==> config.mk <==
export PLATFORM = sky130hd
export DESIGN_NAME = pc_fetch_unit
export DESIGN_NICKNAME = d
export VERILOG_FILES = /design/src/rtl/pc_fetch_unit.sv
export SDC_FILE = /design/constraint.sdc
export NUM_CORES = 1
export LEC_CHECK = 0
export CELL_PAD_IN_SITES_DETAIL_PLACEMENT = 1
export CELL_PAD_IN_SITES_GLOBAL_PLACEMENT = 1
export CORE_ASPECT_RATIO = 1.5
export CORE_MARGIN = 4
export CORE_UTILIZATION = 40
export DETAILED_ROUTE_END_ITERATION = 8
export PLACE_DENSITY_LB_ADDON = 0.1
export SYNTH_ARGS = -nofsm -noshare
export SYNTH_HDL_FRONTEND = slang
export SYNTH_SLANG_ARGS = --single-unit
export TNS_END_PERCENT = 1
==> constraint.sdc <==
create_clock -name clk -period 7.75 [get_ports clk]
set_input_delay 1.55 -clock clk [delete_from_list [all_inputs] [get_ports clk]]
set_output_delay 1.55 -clock clk [all_outputs]
set_load 0.05 [all_outputs]
==> src/rtl/pc_fetch_unit.sv <==
// pc_fetch_unit: next-PC formation and one-at-a-time imem fetch sequencing.
// Ports: clk/rst (sync, active-high); stall; br_valid/br_taken/br_offset/br_pc4;
//   jmp_valid/jmp_index; imem_req/imem_addr/imem_ack; pc_out/pc4_out/inst_valid; flush.
// Build option: BRANCH_DELAY_SLOT_EN keeps the decode-side instruction on a redirect.
module pc_fetch_unit #(
  parameter logic [31:0] RESET_VECTOR = 32'h0000_0000,
  parameter int          ADDR_W       = 32
) (
  input  logic              clk,
  input  logic              rst,
  input  logic              stall,
  input  logic              br_valid,
  input  logic              br_taken,
  input  logic [ADDR_W-1:0] br_offset,
  input  logic [ADDR_W-1:0] br_pc4,
  input  logic              jmp_valid,
  input  logic [25:0]       jmp_index,
  output logic              imem_req,
  output logic [ADDR_W-1:0] imem_addr,
  input  logic              imem_ack,
  output logic [ADDR_W-1:0] pc_out,
  output logic [ADDR_W-1:0] pc4_out,
  output logic              inst_valid,
  output logic              flush
);

  typedef enum logic [1:0] {
    S_RST,
    S_REQ,
    S_DRAIN
  } state_t;

  localparam logic [ADDR_W-1:0] INC = 4;

  state_t            state_q, state_d;
  logic [ADDR_W-1:0] pc_q, pc_d;
  logic              req_q, req_d;
  logic [ADDR_W-1:0] addr_q, addr_d;
  logic              skid_vld_q, skid_vld_d;
  logic [ADDR_W-1:0] skid_pc_q, skid_pc_d;
  logic              out_vld_q, out_vld_d;
  logic [ADDR_W-1:0] out_pc_q, out_pc_d;
  logic [ADDR_W-1:0] out_pc4_q, out_pc4_d;
  logic              flush_q, flush_d;

  logic              redirect;
  logic              ack_ok;
  logic              accept;
  logic [ADDR_W-1:0] target;

  assign redirect = jmp_valid | (br_valid & br_taken);
  assign ack_ok   = req_q & imem_ack;
  assign target   = jmp_valid ?
                    {br_pc4[ADDR_W-1:ADDR_W-4], jmp_index, 2'b00} :
                    br_pc4 + br_offset;

  always_comb begin
    state_d    = state_q;
    pc_d       = pc_q;
    req_d      = req_q;
    addr_d     = addr_q;
    skid_vld_d = skid_vld_q;
    skid_pc_d  = skid_pc_q;
    out_vld_d  = out_vld_q;
    out_pc_d   = out_pc_q;
    out_pc4_d  = out_pc4_q;
    flush_d    = 1'b0;
    accept     = 1'b0;

    unique case (state_q)
      S_RST: begin
        state_d = S_REQ;
        if (!redirect) begin
          req_d  = 1'b1;
          addr_d = pc_q;
        end
      end
      S_REQ: begin
        if (ack_ok) begin
          pc_d   = pc_q + INC;
          accept = ~redirect;
        end else if (req_q && redirect) begin
          state_d = S_DRAIN;
        end
      end
      S_DRAIN: begin
        // The ack here belongs to the stale address; it is dropped.
        if (ack_ok) begin
          state_d = S_REQ;
          req_d   = 1'b0;
        end
      end
      default: state_d = S_RST;
    endcase

    if (redirect) begin
      pc_d       = target;
      skid_vld_d = 1'b0;
      // An open, un-acked request must stay on the bus (drain).
      req_d      = req_q & ~ack_ok;
`ifdef BRANCH_DELAY_SLOT_EN
      // Decode-side instruction is the delay slot: keep it, no squash.
      flush_d    = 1'b0;
`else
      out_vld_d  = 1'b0;
      flush_d    = 1'b1;
`endif
    end else begin
      if (!stall) begin
        if (skid_vld_q) begin
          out_vld_d  = 1'b1;
          out_pc_d   = skid_pc_q;
          out_pc4_d  = skid_pc_q + INC;
          skid_vld_d = 1'b0;
        end else if (accept) begin
          out_vld_d  = 1'b1;
          out_pc_d   = addr_q;
          out_pc4_d  = addr_q + INC;
        end else begin
          out_vld_d  = 1'b0;
        end
      end else if (accept) begin
        skid_vld_d = 1'b1;
        skid_pc_d  = addr_q;
      end
      // Back-to-back issue: a new request may open on the ack edge.
      if (state_q == S_REQ && (!req_q || ack_ok)) begin
        req_d  = ~skid_vld_d;
        addr_d = pc_d;
      end
    end
  end

  always_ff @(posedge clk) begin
    if (rst) begin
      state_q    <= S_RST;
      pc_q       <= RESET_VECTOR;
      req_q      <= 1'b0;
      addr_q     <= RESET_VECTOR;
      skid_vld_q <= 1'b0;
      skid_pc_q  <= '0;
      out_vld_q  <= 1'b0;
      out_pc_q   <= '0;
      out_pc4_q  <= '0;
      flush_q    <= 1'b0;
    end else begin
      state_q    <= state_d;
      pc_q       <= pc_d;
      req_q      <= req_d;
      addr_q     <= addr_d;
      skid_vld_q <= skid_vld_d;
      skid_pc_q  <= skid_pc_d;
      out_vld_q  <= out_vld_d;
      out_pc_q   <= out_pc_d;
      out_pc4_q  <= out_pc4_d;
      flush_q    <= flush_d;
    end
  end

  assign imem_req   = req_q;
  assign imem_addr  = addr_q;
  assign pc_out     = out_pc_q;
  assign pc4_out    = out_pc4_q;
  assign inst_valid = out_vld_q;
  assign flush      = flush_q;

endmodule

---- After elaboration in Yosys (flattened, before gate mapping) ----
Index checks and enable logic that the tools add are counted.
storage, ports and cells
  word-level logic and storage cells ...... 68
  output and inout port bits .............. 99
  register bits ........................... 166
cells by class
  muxes and demuxes ....................... 28
  $add $sub $neg .......................... 4
  eq/ne operators ......................... 6
  bitwise logic cells ..................... 8
  reduce and logical (&&, ||, !) cells .... 12
operators by type and width
  kind                     count
  $mux W32                 12
  $add A32 B3 Y32 const B  3
  $add A32 B32 Y32         1
  $mux W1                  11
  $reduce_and A3 Y1        3
  $mux W2                  3
  $ne A2 B2 Y1 const B     3
  $pmux W2 S3              1
  $ne A4 B4 Y1 const B     1
  $not A1 Y1               4
  $reduce_bool A4 Y1       1
  $and A1 B1 Y1            3
  $eq A2 B1 Y1 const B     1
  $eq A2 B2 Y1 const B     1
  $logic_and A1 B1 Y1      2
  $logic_not A2 Y1         1
  $pmux W1 S2              1
  $reduce_and A2 Y1        1
  $reduce_bool A2 Y1       1
  $reduce_or A2 Y1         1
  $logic_not A1 Y1         1
  $logic_or A1 B1 Y1       1
  $or A1 B1 Y1             1

---- Logic depth before layout (Yosys ltp) ----
  word-level depth ........................ 11
  gate-level depth with buffers ........... 14
  gate-level depth less buffers ........... 10

---- Worst setup path before layout ----
Ideal clock, no wire load.
  path kind ............................... input-to-reg
  start ................................... input port br_offset[6]
  end ..................................... register pc_q[29]
  path slack .............................. 4.107 ns
  data arrival time ....................... 3.506 ns
  data required time ...................... 7.613 ns
  setup time .............................. 0.137 ns
  stages .................................. 8
  cells stage by stage .................... ha_1 -> a21oi_1 -> o21ai_0 -> a221oi_1 -> a21oi_1 -> a2111oi_0 -> xor2_1 -> o221ai_1
on the way
  longest elaborated chain between the ends .. 3
ends and longest elaborated chain
  element               line  source
  from (decl)           14    input logic [ADDR_W-1:0] br_offset,
  $add A32 B32 Y32      55    br_pc4 + br_offset;
  $mux W32              53    assign target = jmp_valid ?
  $mux W32              96    if (redirect) begin
  to (signal assigned)  148   pc_q <= pc_d;
  to (decl)             36    logic [ADDR_W-1:0] pc_q, pc_d;
No other way between the ends.
A chain may end at the register's enable or synchronous reset.

---- Final worst setup path ----
  start ................................... input port jmp_valid
  end ..................................... register skid_pc_q[5]
on the way
  longest elaborated chain between the ends .. 5
ends and longest elaborated chain
  element                               line  source
  from (decl)                           16    input logic jmp_valid,
  $or A1 B1 Y1 *                        51    assign redirect = jmp_valid | (br_valid & br_taken);
  $not A1 Y1 (no source line) *         n/a
  $mux W1                               79    if (ack_ok) begin
  $mux W1                               70    unique case (state_q)
  $reduce_and A3 Y1 (no source line) *  n/a
  to (signal assigned)                  152   skid_pc_q <= skid_pc_d;
  to (decl)                             40    logic [ADDR_W-1:0] skid_pc_q, skid_pc_d;
Every way passes the cells marked *; elsewhere a longest branch is shown, timed or not.

==> out/results.txt <==
Global-route wire length before repair: 49.5 mm
Crit path DAT: 4.86 ns
GRT Total Usage: 0.224
Routed Antenna Nets: 0
Top-area cell type share of the netlist area: 0.339
Synth async-reset ratio: 0
# IOs: 196
Max Cap Violations: 0
Pin count of the biggest net entering global routing: 89
Via count: 9691
Yosys warns: 0
Clk_skew: 0.00817 ns
Flop2flop setup slack: 4.17 ns
Critical Path RT: 8.02 ns
Hold slack: 0.451 ns
Hold endpoint: pc4_out[10]
CTS sink cnt: 164
Largest family of logic cells by synthesized area: simple AND/OR/NAND/NOR gates
Placed cell areas: 11700 um2
Depth of the most critical reg-to-reg path: 11
Die X: 135 um
RSZ-0062 raised after global routing: false
Relative slew slack: 0.248
Hold WC Path Type: register to register
Count leader, synth: nand2_1
Fin. Hold Viols: 0
Final nets: 1531
Post-synth EDFFs: 0
Yosys top cell by area: dfxtp_1
Synth Cell Area: 9670 um2
#FFs+latches synth: 164
DRT Pass-1 Iters: 5
Synth Area in Adders: 0.0448
CTS H-tree depth: 4
Total power: 0.00215 W
Slowest CP cell: clkdlybuf4s50_1
Bufs on Longest Clock Path: 2
Max Clk Rate: 218 MHz
Endpoints failing setup: 0
Routability congestion estimate: 0.849
Worst path cell trace: clkdlybuf4s50_1, a21o_1, nor2_1, nand3_1, buf_4, nor2_1, nand2_1, nand2_1, a21oi_1
Initial antenna violation count: 0
Min-delay src: pc4_out[10]
Worst skew pair latency: 0.43 ns
Post-Synth Simple-Gate Area: 0.242
Post-Synth XOR/XNOR Area: 0.0625
Starting Density: 0.407
Leakage: 4.11 nW
Worst Setup End Kind: register
Core ar.: 23700 um2
Cells after synthesis: 1264
Synthesized net count: 1395
Critical setup path kind: primary input to register
Hold buffer count at cts: 0
Post-route clock period utilization: 0.592
Site Rows: 69
Status: finished, final reports clean
Ant diodes: 0
PortBufs: 195
Die Footprint: 26800 um2
CTS root buf: clkbuf_16
Minimum clock period: 4.59 ns
Fin area: 12300 um2
CTS tree: built
Yosys cell types: 65
Area contributors post-synth: dfxtp_1 (34%), nand2_1 (8.6%), a21oi_1 (7.0%)
FF-to-FF Start: skid_vld_q
Post-synthesis mux area share: 0.0444
Main synth FF type: dfxtp_1
Sequential fraction of the synthesis area: 0.339
Worst Path Max Fanout: 50
Grt total ovfl: 0
Post-cts resize count: 0
CP max stage delay: 0.86 ns
Filler Cells Inserted: 2964
Hold depth: 2
Startpoint types: primary input
Worst R2R End: pc4_out[30]
First DRT Iteration DRCs: 431
Setup TNS: 0 ns
Peak supply drop: 124 uV
Worst slew pin tran: 1.12 ns
Total clock buffers created by CTS: 17
Avg Inst Size Synth: 7.65 um2
Vias in the first global route: 9719
Power density cells: 174 nW/um2
Post-CTS Setup Bufs: 0
Final WL: 30.5 mm
Clock edge transition at the registers on the reported setup and hold paths: 0.07 ns
Synth cell count leaders: nand2_1 (222), dfxtp_1 (164), a21oi_1 (135)
Synth Area in Compound Gates: 0.221
Post-DR wirelength/cell: 17.6 um
Layout area overhead: 27.3%
Residual DRC: 0
Vias per cell: 5.60
Share of cells above drive strength 1: 0.0446
Die height: 198 um
Post-DP HPWL: 23.7 mm
Slew Limit Fails: 0
-- per-layer routing --
metal	global-route usage	part of all wire	vias to the layer above	routed length, um
li1	-	-	4817	-
met3	0.0281	0.038	47	1160
met2	0.419	0.52	238	15800
met4	0.0803	0.028	0	850
met1	0.261	0.41	4589	12600
met5	0	0	-	0
-- cell usage in the layout (no fill, tap or decap), types with 39 or more instances in the layout --
master / synthesis / routed
nand2_1: 222 / 222
clkdlybuf4s50_1: 0 / 194
o21ai_0: 66 / 66
a21oi_1: 135 / 135
xnor2_1: 47 / 47
dfxtp_1: 164 / 163
a211oi_1: 39 / 39
nand3_1: 40 / 40
nor2_1: 101 / 100
-- report_power, final --
group          internal [W]  switching, W
Combinational      0.000163      0.000228
Clock              0.000488      0.000358
Sequential         0.000869     0.0000396
Total               0.00152      0.000626
-- worst max-delay path by stage --
| stage | slack, ns | cells past startpoint | startpoint | to |
|---|---|---|---|---|
| after floorplan | 4.11 | 8 | br_offset[6] | pc_q[29] |
| after global placement | 2.84 | 7 | jmp_valid | skid_pc_q[25] |
| after detailed placement | 2.72 | 7 | jmp_valid | skid_pc_q[23] |
| after CTS | 3.16 | 9 | jmp_valid | skid_pc_q[5] |
| after global routing | 2.78 | 9 | jmp_valid | skid_pc_q[22] |
| final | 3.16 | 9 | jmp_valid | skid_pc_q[5] |
-- cells by family (layout without fill, tap and decap cells) --
logic type | Yosys count | count (layout)
buf+inv | 106 | 255
simple gates | 505 | 505
mux | 42 | 42
xor+xnor | 69 | 69
flops | 164 | 164
compound gates | 344 | 344
fa+ha+maj | 34 | 34
-- flip-flops by register name, summed over array words and instances (netlist names) --
register / cells
skid_pc_q: 32
skid_vld_q: 1
pc_out: 32
state_q: 2
inst_valid: 1
flush: 1
imem_req: 1
pc4_out: 30
imem_addr: 32
pc_q: 32
-- area by class of cell --
class                   count  area, um2  area share
inverters                  18       67.6     0.00549
repair buffers            205       2020       0.164
flip-flops and latches    164       3280       0.267
multi-input cells         994       5950       0.483
clock buffers              19        443      0.0360
well taps                 319        399      0.0324
clock inverters            13        149      0.0121
-- critical path, delay by kind of cell --
kind,cells,cell delay (ns)
and+or+nand+nor,5,1.61
buffers and inverters,2,1.15
AOI/OAI and AO/OA,2,0.54
-- per-stage QoR --
step / worst slack, ns / std cells / util
after floorplan: 4.11 / 1264 / -
after global routing: 2.78 / 1732 / 0.519
after global placement: 2.84 / 1700 / 0.494
after CTS: 3.16 / 1732 / 0.519
after detailed placement: 2.72 / 1700 / 0.494
final: 3.16 / 1732 / 0.519
(Power assumes the default switching activity.)
